File: config.mk
export PLATFORM = sky130hd
export DESIGN_NAME = channel_cmd_decoder
export DESIGN_NICKNAME = d
export VERILOG_FILES = /design/src/rtl/channel_cmd_decoder.sv
export SDC_FILE = /design/constraint.sdc
export NUM_CORES = 1
export LEC_CHECK = 0
export BUFFER_PORTS_ARGS = -buffer_cell sky130_fd_sc_hd__buf_4
export CAP_MARGIN = 15
export CORE_ASPECT_RATIO = 2
export CORE_MARGIN = 5
export CORE_UTILIZATION = 49
export DETAILED_ROUTE_END_ITERATION = 8
export PLACE_DENSITY = 0.71
export SKIP_LAST_GASP = 1
export SYNTH_ARGS = -nofsm -noshare
export SYNTH_HDL_FRONTEND = slang
export SYNTH_SLANG_ARGS = --single-unit
File: constraint.sdc
create_clock -name clk_i -period 2.1 [get_ports clk_i]
set_clock_uncertainty 0.2 [all_clocks]
set_input_delay 0.21 -clock clk_i [delete_from_list [all_inputs] [get_ports clk_i]]
set_output_delay 0.21 -clock clk_i [all_outputs]
set_load 0.005 [all_outputs]
File: src/rtl/channel_cmd_decoder.sv
// Command decoder: parses framed SPI bytes into timing-register loads, pixel-RAM lane writes and refresh strobes.
// Optional feature: define AUTO_REFRESH_EN to pulse ram_wr_done_o when a DATA frame that wrote at least once ends.
module channel_cmd_decoder #(
  parameter logic [7:0] CMD_CONF_WR = 8'h2A,
  parameter logic [7:0] CMD_ADDR_WR = 8'h2B,
  parameter logic [7:0] CMD_DATA_WR = 8'h2C,
  parameter logic [7:0] CMD_REFRESH = 8'h2D
) (
  input  logic       clk_i,
  input  logic       rst_i,
  input  logic       spi_cs_n_i,
  input  logic       spi_byte_vld_i,
  input  logic [7:0] spi_byte_data_i,
  output logic [7:0] reg_t0h_time_o,
  output logic [8:0] reg_t0s_time_o,
  output logic [7:0] reg_t1h_time_o,
  output logic [8:0] reg_t1s_time_o,
  output logic       ram_wr_en_o,
  output logic       ram_wr_done_o,
  output logic [7:0] ram_wr_addr_o,
  output logic [7:0] ram_wr_data_o,
  output logic [3:0] ram_wr_byte_en_o
);

  localparam int unsigned ST_W  = 3;
  localparam int unsigned CNT_W = 3;
  localparam int unsigned LANE_W = 2;

  localparam logic [ST_W-1:0] IDLE    = 3'd0;
  localparam logic [ST_W-1:0] CONF    = 3'd1;
  localparam logic [ST_W-1:0] ADDR    = 3'd2;
  localparam logic [ST_W-1:0] DATA    = 3'd3;
  localparam logic [ST_W-1:0] DISCARD = 3'd4;

  logic [ST_W-1:0]   state, state_nxt;
  logic [CNT_W-1:0]  conf_cnt, conf_cnt_nxt;
  logic [LANE_W-1:0] lane, lane_nxt;
  logic [7:0]        addr_cnt, addr_cnt_nxt;

  logic [7:0] t0h_nxt, t1h_nxt;
  logic [8:0] t0s_nxt, t1s_nxt;
  logic       wr_en_nxt, wr_done_nxt;
  logic [7:0] wr_addr_nxt, wr_data_nxt;
  logic [3:0] wr_byte_en_nxt;

`ifdef AUTO_REFRESH_EN
  logic wrote, wrote_nxt;
`endif

  // State, counters and registered outputs
  always_ff @(posedge clk_i or posedge rst_i) begin
    if (rst_i) begin
      state            <= IDLE;
      conf_cnt         <= '0;
      lane             <= 2'd3;
      addr_cnt         <= '0;
      reg_t0h_time_o   <= 8'h10;
      reg_t0s_time_o   <= 9'h040;
      reg_t1h_time_o   <= 8'h30;
      reg_t1s_time_o   <= 9'h040;
      ram_wr_en_o      <= 1'b0;
      ram_wr_done_o    <= 1'b0;
      ram_wr_addr_o    <= '0;
      ram_wr_data_o    <= '0;
      ram_wr_byte_en_o <= '0;
`ifdef AUTO_REFRESH_EN
      wrote            <= 1'b0;
`endif
    end else begin
      state            <= state_nxt;
      conf_cnt         <= conf_cnt_nxt;
      lane             <= lane_nxt;
      addr_cnt         <= addr_cnt_nxt;
      reg_t0h_time_o   <= t0h_nxt;
      reg_t0s_time_o   <= t0s_nxt;
      reg_t1h_time_o   <= t1h_nxt;
      reg_t1s_time_o   <= t1s_nxt;
      ram_wr_en_o      <= wr_en_nxt;
      ram_wr_done_o    <= wr_done_nxt;
      ram_wr_addr_o    <= wr_addr_nxt;
      ram_wr_data_o    <= wr_data_nxt;
      ram_wr_byte_en_o <= wr_byte_en_nxt;
`ifdef AUTO_REFRESH_EN
      wrote            <= wrote_nxt;
`endif
    end
  end

  // Next-state and next-output decode; frame end overrides any byte in the same cycle
  always_comb begin
    state_nxt      = state;
    conf_cnt_nxt   = conf_cnt;
    lane_nxt       = lane;
    addr_cnt_nxt   = addr_cnt;
    t0h_nxt        = reg_t0h_time_o;
    t0s_nxt        = reg_t0s_time_o;
    t1h_nxt        = reg_t1h_time_o;
    t1s_nxt        = reg_t1s_time_o;
    wr_en_nxt      = 1'b0;
    wr_done_nxt    = 1'b0;
    wr_addr_nxt    = ram_wr_addr_o;
    wr_data_nxt    = ram_wr_data_o;
    wr_byte_en_nxt = ram_wr_byte_en_o;
`ifdef AUTO_REFRESH_EN
    wrote_nxt      = wrote;
`endif

    if (spi_cs_n_i) begin
      state_nxt    = IDLE;
      lane_nxt     = 2'd3;
      conf_cnt_nxt = '0;
`ifdef AUTO_REFRESH_EN
      if (state == DATA && wrote) wr_done_nxt = 1'b1;
      wrote_nxt = 1'b0;
`endif
    end else if (spi_byte_vld_i) begin
      case (state)
        IDLE: begin
          if (spi_byte_data_i == CMD_CONF_WR) begin
            state_nxt    = CONF;
            conf_cnt_nxt = '0;
          end else if (spi_byte_data_i == CMD_ADDR_WR) begin
            state_nxt = ADDR;
          end else if (spi_byte_data_i == CMD_DATA_WR) begin
            state_nxt = DATA;
            lane_nxt  = 2'd3;
          end else if (spi_byte_data_i == CMD_REFRESH) begin
            state_nxt   = DISCARD;
            wr_done_nxt = 1'b1;
          end else begin
            state_nxt = DISCARD;
          end
        end
        CONF: begin
          case (conf_cnt)
            3'd0:    t0h_nxt = spi_byte_data_i;
            3'd1:    t0s_nxt = {spi_byte_data_i[0], reg_t0s_time_o[7:0]};
            3'd2:    t0s_nxt = {reg_t0s_time_o[8], spi_byte_data_i};
            3'd3:    t1h_nxt = spi_byte_data_i;
            3'd4:    t1s_nxt = {spi_byte_data_i[0], reg_t1s_time_o[7:0]};
            default: t1s_nxt = {reg_t1s_time_o[8], spi_byte_data_i};
          endcase
          conf_cnt_nxt = conf_cnt + CNT_W'(1);
          if (conf_cnt == 3'd5) state_nxt = DISCARD;
        end
        ADDR: begin
          addr_cnt_nxt = spi_byte_data_i;
          state_nxt    = DISCARD;
        end
        DATA: begin
          wr_en_nxt      = 1'b1;
          wr_addr_nxt    = addr_cnt;
          wr_data_nxt    = spi_byte_data_i;
          wr_byte_en_nxt = 4'b0001 << lane;
`ifdef AUTO_REFRESH_EN
          wrote_nxt      = 1'b1;
`endif
          if (lane == 2'd0) begin
            lane_nxt     = 2'd3;
            addr_cnt_nxt = addr_cnt + 8'd1;
          end else begin
            lane_nxt = lane - LANE_W'(1);
          end
        end
        default: state_nxt = DISCARD;
      endcase
    end
  end

endmodule
Word level (Yosys, flattened, before mapping)

Cells that the tools add are included.

$add $sub $neg: 3
Multiplexer cells: 32
Shift operators: 1
Eq/ne operators: 19
Reductions and logical operators: 19
Bitwise operators: 5

Operators with widths:

| kind                                           | count |
|---|---|
| one-hot mux 9 bit (2 select lines)             | 2 |
| == test 8 x 6 -> 1 bit (second input constant) | 4 |
| two-way mux 3 bit                              | 9 |
| AND reduction 5 bit                            | 5 |
| one-hot mux 8 bit (2 select lines)             | 1 |
| != test 3 bit (second input constant)          | 5 |
| == test 3 x 2 -> 1 bit (second input constant) | 4 |
| two-way mux 2 bit                              | 6 |
| AND reduction 4 bit                            | 3 |
| two-way mux 1 bit                              | 10 |
| one-hot mux 3 bit (3 select lines)             | 1 |
| AND reduction 3 bit                            | 3 |
| adder 8 x 1 -> 8 bit (second input constant)   | 1 |
| two-way mux 8 bit                              | 1 |
| == test 3 x 1 -> 1 bit (second input constant) | 2 |
| == test 3 bit (second input constant)          | 2 |
| logical NOT 3 bit                              | 2 |
| one-hot mux 3 bit (2 select lines)             | 1 |
| nonzero test 3 bit                             | 2 |
| inverter 1 bit                                 | 5 |
| != test 2 bit (second input constant)          | 2 |
| one-hot mux 2 bit (2 select lines)             | 1 |
| nonzero test 2 bit                             | 2 |
| OR reduction 4 bit                             | 1 |
| 4 further kinds                                | 4 |

Input bits: 12
Register bits after elaboration: 72
Logic and storage cells: 94
Output and inout bits: 56

Depth between registers and ports, before layout

Gate-level depths: netlist of run 1.

Depth after elaboration: 8
Gate-level depth with buffers: 7

Least setup slack after synthesis of run 1

OpenSTA, ideal clock, no wires.

Kind: reg2reg
Start point: reg conf_cnt[0]
End point: reg reg_t1s_time_o[0]
Buffers on the path: 1
Library setup time: 0.125 ns
Period minus slack after synthesis: 2.064 ns
Slack: 0.036 ns
Stages on the path, launching flop included: 6
Data required time: 1.775 ns
Data arrival time: 1.739 ns
Cells stage by stage: dfrtp_1 ha_1 ha_1 or4_1 buf_6 mux2_4

Longest elaborated chain between the ends: 4
Elaborated cells on any way between the ends: 9

RTL lines:

| item                                           | RTL line | source |
|---|---|---|
| start: declaration                             | 36       | `logic [CNT_W-1:0] conf_cnt, conf_cnt_nxt;` |
| start signal: assignment                       | 71       | `conf_cnt <= conf_cnt_nxt;` |
| == test 3 x 1 -> 1 bit (tied with other cells) | 135      | `case (conf_cnt)` |
| OR reduction 4 bit (no source line)            | -        |  |
| inverter 1 bit (no source line)                | -        |  |
| AND reduction 5 bit (no source line) *         | -        |  |
| end signal: assignment                         | 77       | `reg_t1s_time_o <= t1s_nxt;` |
| end: declaration                               | 17       | `output logic [8:0] reg_t1s_time_o,` |

Every way passes the cells marked *; elsewhere a longest branch is shown, timed or not.
A chain may end at the register's enable or synchronous reset.

Final worst setup path of run 1

Same ends and word-level chain as after synthesis.

==> results of run 1 <==
==> layer usage <==
metal  up-vias  GRT usage [%]  part of all wire (%)
met5         -              0                     0
met2        63           34.2                    55
li1       1094              -                     -
met3        20           4.01                   3.8
met1      1182           22.3                    37
met4         0           10.6                   3.8
==> cell families (layout without fill, tap and decap cells) <==
| group | count (synthesis) | in the layout |
|---|---|---|
| flip-flops | 72 | 72 |
| XOR/XNOR | 1 | 1 |
| AO/OA/AOI/OAI | 34 | 34 |
| buffers and inverters | 21 | 119 |
| AND/OR/NAND/NOR | 55 | 55 |
| multiplexers | 59 | 59 |
| adder cells (fa/ha/maj) | 10 | 10 |
==> area by class of cell <==
cell class                      count  area, µm²  area share [%]
Clock buffer                       14        274            6.17
Clock inverter                      2       37.5           0.846
Inverter                            9       40.0           0.902
Multi-Input combinational cell    159       1410            31.8
Sequential cell                    72       1810            40.8
Tap cell                           88        110            2.48
Timing Repair Buffer               94        753            17.0
==> where the power goes <==
| part | internal, µW | total (µW) | switching [µW] |
|---|---|---|---|
| registers | 1400 | 1420 | 12.0 |
| logic | 70.2 | 159 | 89.0 |
| clock network | 1020 | 1560 | 540 |
==> worst max-delay path, stage by stage, from the launching register on <==
cell	delay (ps)
dfrtp_1	360
buf_6	130
inv_4	40
ha_4	150
nor2_1	90
nor2_1	60
or4_4	620
mux2_4	330
==> registers in the layout, indices dropped and copies added (netlist names) <==
name and count:
ram_wr_en_o 1, ram_wr_done_o 1, ram_wr_byte_en_o 4, conf_cnt 3, reg_t0s_time_o 9, lane 2, reg_t1h_time_o 8, ram_wr_data_o 8
reg_t0h_time_o 8, state 3, ram_wr_addr_o 8, reg_t1s_time_o 9, addr_cnt 8
==> metrics by stage <==
| step | power [µW] | utilization, % | cells | hold WS (ps) | setup slack [ps] |
|---|---|---|---|---|---|
| floorplan | 1510 | - | 252 | 106 | 36.0 |
| global placement | 1590 | 61.0 | 415 | 42.3 | -1.65 |
| detailed placement | 1590 | 61.0 | 415 | 46.8 | -62.8 |
| CTS | 3170 | 67.0 | 438 | 3.83 | 2.09 |
| global route | 3250 | 67.6 | 438 | 21.7 | -33.9 |
| finish | 3130 | 67.6 | 438 | 15.4 | 2.74 |
==> what timing repair did <==
action | CTS | global route
endpoints found under the setup margin | 8 | 17
pin swaps | 0 | 2
endpoints found under the hold margin | 29 | 0
gates resized for setup | 4 | 12
setup buffers | 1 | 1
cloned | 0 | 0
hold buffers | 6 | 0
==> path summary, 6_finish.rpt <==
path / to / slack, ps / cells past startpoint
setup / recovery: reg_t1s_time_o[0] / 3 / 7
hold / removal: reg_t0s_time_o[6] / 20 / 2
setup reg to reg: reg_t1s_time_o[0] / 3 / 7
hold reg to reg: ram_wr_addr_o[7] / 300 / 1
max in group asynchronous: reg_t1h_time_o[4] / 790 / 4
min in group asynchronous: reg_t1s_time_o[2] / 250 / 3
==> layout by cell type, fill, tap and decap left out, drive strengths merged, types with 2 or more instances in the layout <==
cell         instances
nor4                 2
a21oi               12
or4                  4
nor2b                5
nand3b               4
o22ai                4
buf                 88
dfstp                7
dlygate4sd3          6
a31oi                2
inv                  8
nor3                 3
nor2                 8
nand2                8
clkbuf              14
nor3b                3
ha                  10
nand3                6
clkinvlp             2
and3                 2
mux2                55
mux2i                4
o21ai                5
nand4                4
dfrtp               65
==> impl_metrics.toml, run 1 <==
[worst_hold_path]
holdCritPathClass = "input pin to flip-flop"
min-delay-start = "spi_byte_data_i[6]"

[synth]
yosys.cell_types.count = 47
yosysMostFrequentCell = "dfrtp_1"
synth_top_area_share_pct = 49.6
post_synth_and_or_nand_nor_area_fraction_pct = 10.2
yosys.area_share.xor_xnor_pct = 0.267
ys_seq_area_share_pct = 55.2
synth_edf_count = 0
yosysWarnings = 0
avgSynthCellArea_um2 = 13.0
synth_top_family_by_area = "multiplexers"
netlist_instances = 252
synth.mux.area_fraction_pct = 21.0
synth_common_cells = "dfrtp_1, mux2_2, a21oi_1, ha_1, inv_1"
synthArstFlopShare_pct = 100
syn-cell-area_um2 = 3280
synth_compound_area_share_pct = 6.49
netlist_top_cells_area = "dfrtp_1, mux2_2, dfstp_2, ha_1, mux2_4"
synth_flop_cell = "dfrtp_1"
synth_top_area_cell = "dfrtp_1"
syn_nets = 274
synthAdderAreaFrac_pct = 3.82
synth-seq-cells = 72

[global_routing]
grt_pass1_wl_um = 12500
grt_usage_pct = 19.9
grt-ovfl-total = 0
grt_pass1_vias = 2549
grt_max_degree = 55
antenna_found_initial = 0

[clocking]
cts-root-buf = "clkbuf_16"
cts_tree = "built"
cts_buffers = 9
cts_num_sinks = 72
clk_pin_slew_ps = 60
max-clock-path-buffers = 2
clk_latency_ps = 330
htreeDepth = 3

[layout]
fillers = 519
area_growth_pct = 35.3
stdcell_area_um2 = 4440
final_layout_size_suffix_gt1_share_pct = 51.1
fin_nets = 367
diodes = 0

[power_and_ir_drop]
ir_drop_mv = 0.560
powerDensity_nw_per_um2 = 706
leakage_uw = 0.00225

[sta]
post-route-period-util_pct = 99.9
layout_min_cycle_time_ps = 2100
drv_slew = 0
setup-tns-final_ps = 0
grt_setup_unrepaired = "yes"
setup_violations = 0
maxSlewHeadroom_pct = 69.0
worstMarginPinSlew_ps = 465
finalHoldViolCount = 0
timing.fmax_mhz = 477

[setup_path]
r2r-start = "conf_cnt[0]"
crit_type = "flip-flop to flip-flop"
crit_path_start = "conf_cnt[0]"
worstPathRequired_ps = 2110
worstPathMaxFanout = 8
end_kind = "flip-flop"
setup.worst_path.start_class = "flip-flop"
arrival_ps = 2110

[place]
gp_congestion = 0.842
dpl.hpwl_um = 5560
dpl_cell_area_um2 = 4010
io_buffers = 67

[floorplan]
start_util_pct = 49.9
fp.dieW_um = 67.8
pin_count = 68
dieHeight_um = 126
core-area_um2 = 6570
die-area_um2 = 8530
rows = 42

[route]
wire_per_inst_um = 18.0
first_pass_iters = 4
drc = 0
routed_wl_um = 7870
vias = 2359
drtIter0Drc = 171
viasPerCell = 5.39
ant_nets = 0

[job]
drv_cap = 0

[run_status]
outcome = "complete, no violations"
Power figures use the tool's default switching activity.
==> run 2: changes to the inputs <==
CORE_UTILIZATION = 46   (was 49)
PLACE_DENSITY = 0.68   (was 0.71)
SLEW_MARGIN = 20   (was unset)
==> run 2 against run 1 <==
Design area is 0.93% lower. Maximum frequency is 2.0% higher. Sequential power hardly changed. Clock power is 5% lower. Clock-buffer cell count is 2 lower. Power is 2.4% lower. Wire length is 0.10% higher. Largest cell class unchanged.
==> impl_metrics.toml, run 2 (same netlist as run 1, synthesis figures left out) <==
[job]
drv_cap = 0

[clocking]
cts_tree = "built"
cts_num_sinks = 72
clk_pin_slew_ps = 50
clk_latency_ps = 330
max-clock-path-buffers = 2
cts_buffers = 9
cts-root-buf = "clkbuf_16"
htreeDepth = 3

[setup_path]
end_kind = "flip-flop"
crit_type = "input pin to flip-flop"
critical-path-max-stage-delay_ps = 540
timing.critical_path.mode_cell = "buf_4"
worstPathMaxFanout = 7
worstPathRequired_ps = 2150
worstPathCellList = "dlygate4sd3_1, buf_4, nor4b_2, buf_4, nand2_1, or4_1, mux2i_1"
r2r_slack_ps = 50
cp.buffers_inverters = 3
cpLargestDelayFamily = "buffers and inverters"
slowest_stage = "dlygate4sd3_1"
setup.worst_path.start_class = "input pin"
arrival_ps = 2110

[sta]
setup_violations = 0
setup_slack_ps = 43.1
setup-tns-final_ps = 0
layout_min_cycle_time_ps = 2060
grt_setup_unrepaired = "yes"
drv_slew = 0
worstMarginPinSlew_ps = 471
timing.fmax_mhz = 486
maxSlewHeadroom_pct = 68.6
post-route-period-util_pct = 97.9
finalHoldViolCount = 0

[route]
viasPerCell = 5.33
ant_nets = 0
routed_wl_um = 7880
first_pass_iters = 4
drc = 0
drtIter0Drc = 118
wire_per_inst_um = 17.9
vias = 2342

[power_and_ir_drop]
powerDensity_nw_per_um2 = 695
leakage_uw = 0.00223
p_total_uw = 3060
ir_drop_mv = 0.642

[place]
dpl_cell_area_um2 = 4030
io_buffers = 67
dpl.hpwl_um = 5640
gp_congestion = 0.914
dpl_worst_slack_ps = -30.8

[layout]
top_regs = "reg_t0s_time_o x9, reg_t1s_time_o x9"
stdcell_area_um2 = 4400
area_growth_pct = 34.1
final_layout_size_suffix_gt1_share_pct = 51.3
layout_common_cells = "buf_4, dfrtp_1, mux2_2, a21oi_1, clkbuf_16"
diodes = 0
fin_nets = 367
layout_commonest_cell = "buf_4"

[floorplan]
fp.dieW_um = 69.7
rows = 43
dieHeight_um = 129
pin_count = 68
start_util_pct = 47.3
die-area_um2 = 9020
core-area_um2 = 6940

[global_routing]
grt_max_degree = 49
grt-ovfl-total = 0
grt_pass1_vias = 2590
antenna_found_initial = 0
grt_pass1_wl_um = 12900
grt_usage_pct = 18.5

[worst_hold_path]
holdCritPathClass = "input pin to flip-flop"

[run_status]
outcome = "complete, no violations"
[run 2: cell types whose count changed in the layout (fill, tap and decap cells not counted), sizes merged]
cell	delta
clkinv	+1
buf	+1
clkbuf	-2
dlygate4sd3	-1
[run 2: per-stage QoR]
stage | util [%] | cells | hold WS, ps
2_1_floorplan | - | 252 | 106
3_3_place_gp | 58.0 | 419 | -90.0
3_5_place_dp | 58.0 | 419 | -86.0
4_1_cts | 63.1 | 440 | 1.17
5_1_grt | 63.3 | 439 | 12.8
6_report | 63.3 | 439 | 3.95
[run 2: final timing paths]
path,from,to,cells past startpoint
max,spi_byte_data_i[4],state[0],7
max reg2reg,conf_cnt[0],reg_t1s_time_o[2],4
min reg2reg,ram_wr_byte_en_o[0],ram_wr_byte_en_o[0],1
min in group asynchronous,rst_i,reg_t1s_time_o[8],3
max in group asynchronous,rst_i,reg_t1h_time_o[4],4
min,spi_byte_data_i[6],reg_t1h_time_o[6],2
[run 2: metal layers]
| metal | part of all wire [%] | wire length (µm) | vias up | track usage [%] |
|---|---|---|---|---|
| li1 | - | - | 1097 | - |
| met3 | 5.1 | 403 | 23 | 5.98 |
| met2 | 53 | 4190 | 66 | 32.4 |
| met4 | 3.9 | 311 | 0 | 10.2 |
| met1 | 38 | 2970 | 1156 | 19.7 |
| met5 | 0 | 0 | - | 0 |
[run 2: layout make-up]
type                    instances  area [µm²]
inverters                       9        37.5
flip-flops and latches         72        1810
repair buffers                 94         751
clock inverters                 3        42.5
well taps                      90         113
multi-input cells             159        1400
fillers                       548        2540
clock buffers                  12         246
[run 2: what timing repair did]
| item | 4_1_cts | 5_1_grt |
|---|---|---|
| setup buffers | 1 | 0 |
| endpoints found under the setup margin | 14 | 19 |
| endpoints found under the hold margin | 77 | 0 |
| gates resized for setup | 3 | 9 |
| hold buffers | 5 | 0 |
[run 2: where the power goes]
group          leakage (µW)  internal, µW  switching [µW]
clock              0.000139           943             537
sequential         0.000972          1400            12.0
combinational       0.00112          71.3            88.6
==> run 3: changes to the inputs <==
CORE_MARGIN = 10   (was 5)
GPL_ROUTABILITY_DRIVEN = 0   (was unset)
==> run 3 against run 2 <==
Design area down 0.43%. Sequential share of layout area up 0.18 points. Register-to-register slack about the same. Maximum frequency down 0.30%. Critical endpoint is now reg_t1s_time_o[0].
==> impl_metrics.toml, run 3 (same netlist as run 1, synthesis figures left out) <==
[worst_hold_path]
holdCritPathClass = "input pin to flip-flop"

[power_and_ir_drop]
ir_drop_mv = 0.737
powerDensity_nw_per_um2 = 701
p_total_uw = 3070
leakage_uw = 0.00223

[clocking]
cts-root-buf = "clkbuf_16"
cts_tree = "built"
htreeDepth = 3
cts_num_sinks = 72
clk_latency_ps = 330
clk_pin_slew_ps = 50
max-clock-path-buffers = 2
cts_buffers = 9

[run_status]
outcome = "complete, no violations"

[sta]
layout_min_cycle_time_ps = 2060
timing.fmax_mhz = 485
worstMarginPinSlew_ps = 472
drv_slew = 0
maxSlewHeadroom_pct = 68.4
grt_setup_unrepaired = "no"
setup_violations = 0
finalHoldViolCount = 0
post-route-period-util_pct = 98.2

[place]
dpl.hpwl_um = 6020
io_buffers = 67

[floorplan]
die-area_um2 = 11100
pin_count = 68
fp.dieW_um = 79.7
rows = 43
dieHeight_um = 139
core-area_um2 = 6940
start_util_pct = 47.3

[setup_path]
slowest_stage = "or4_4"
arrival_ps = 2080
worstPathRequired_ps = 2120
crit_type = "flip-flop to flip-flop"
worstPathCellList = "ha_2, ha_2, or4_4, mux2_4"
timing.critical_path.mode_cell = "ha_2"
setup.worst_path.start_class = "flip-flop"
worstPathMaxFanout = 8
end_kind = "flip-flop"
critical-path-max-stage-delay_ps = 620

[global_routing]
antenna_found_initial = 0
grt_usage_pct = 15.6
grt_pass1_vias = 2603
grt-ovfl-total = 0
grt_max_degree = 32
grt_pass1_wl_um = 13400

[layout]
final_layout_size_suffix_gt1_share_pct = 49.9
fillers = 550
diodes = 0
layout_common_cells = "buf_4, dfrtp_1, mux2_2, a21oi_1, clkbuf_16"
fin_util_pct = 63.1
layout_commonest_cell = "buf_4"
fin_nets = 366
area_growth_pct = 33.5
top_regs = "reg_t0s_time_o x9, reg_t1s_time_o x9"

[route]
vias = 2371
routed_wl_um = 8060
wire_per_inst_um = 18.4
drtIter0Drc = 97
viasPerCell = 5.40
ant_nets = 0
drc = 0
first_pass_iters = 4

[job]
drv_cap = 0
-- run 3: cell type report --
type                    count  area (µm²)  share of cell area (%)
clock inverters             3        42.5                   0.972
inverters                   9        37.5                   0.857
multi-input cells         159        1390                    31.7
repair buffers             93         736                    16.8
well taps                  90         113                    2.57
clock buffers              13         250                    5.72
flip-flops and latches     72        1810                    41.4
-- run 3: final timing paths --
check	from	endpoint	slack [ps]	depth (start not counted)
min in group asynchronous	rst_i	ram_wr_done_o	260	3
min reg2reg	ram_wr_data_o[7]	ram_wr_data_o[7]	300	1
max	conf_cnt[0]	reg_t1s_time_o[0]	40	4
max reg2reg	conf_cnt[0]	reg_t1s_time_o[0]	40	4
max in group asynchronous	rst_i	lane[0]	770	4
min	spi_byte_data_i[0]	addr_cnt[0]	10	3
-- run 3: repair_timing --
action                                  4_1_cts  5_1_grt
pin swaps                                     0        0
hold endpoints to repair                     27        0
hold buffers                                  5        0
setup buffers                                 0        1
resized for setup                             4        3
gates cloned                                  0        0
endpoints found under the setup margin        8       16
-- run 3: power by group --
part | switching, µW | leakage, µW | total (µW) | internal [µW]
clock network | 545 | 0.000140 | 1490 | 950
registers | 12.0 | 0.000972 | 1420 | 1400
logic | 88.2 | 0.00112 | 159 | 71.1
-- run 3: layer usage --
| metal | GRT usage [%] | vias to the layer above | part of all wire, % |
|---|---|---|---|
| met3 | 5.94 | 20 | 6.0 |
| met5 | 0 | - | 0 |
| li1 | - | 1097 | - |
| met4 | 8.17 | 0 | 3.7 |
| met2 | 26.5 | 73 | 53 |
| met1 | 15.7 | 1181 | 37 |
-- run 3: stage by stage --
stage | TNS (ps) | cell area [µm²] | hold slack, ps | setup WS, ps | cells
floorplan | 0 | 3280 | 106 | 36.0 | 252
global placement | -125 | 4020 | 58.9 | -18.1 | 418
detailed placement | -322 | 4020 | 70.9 | -51.4 | 418
CTS | 0 | 4370 | 2.95 | 1.38 | 439
global route | 0 | 4380 | 9.85 | 0.310 | 439
finish | 0 | 4380 | 12.1 | 36.9 | 439
-- run 3: worst max-delay path, delay by kind of cell, from the launching register on --
family / cells / cell delay (ps)
simple gates: 1 / 620
flops: 1 / 420
fa+ha+maj: 2 / 370
mux: 1 / 330
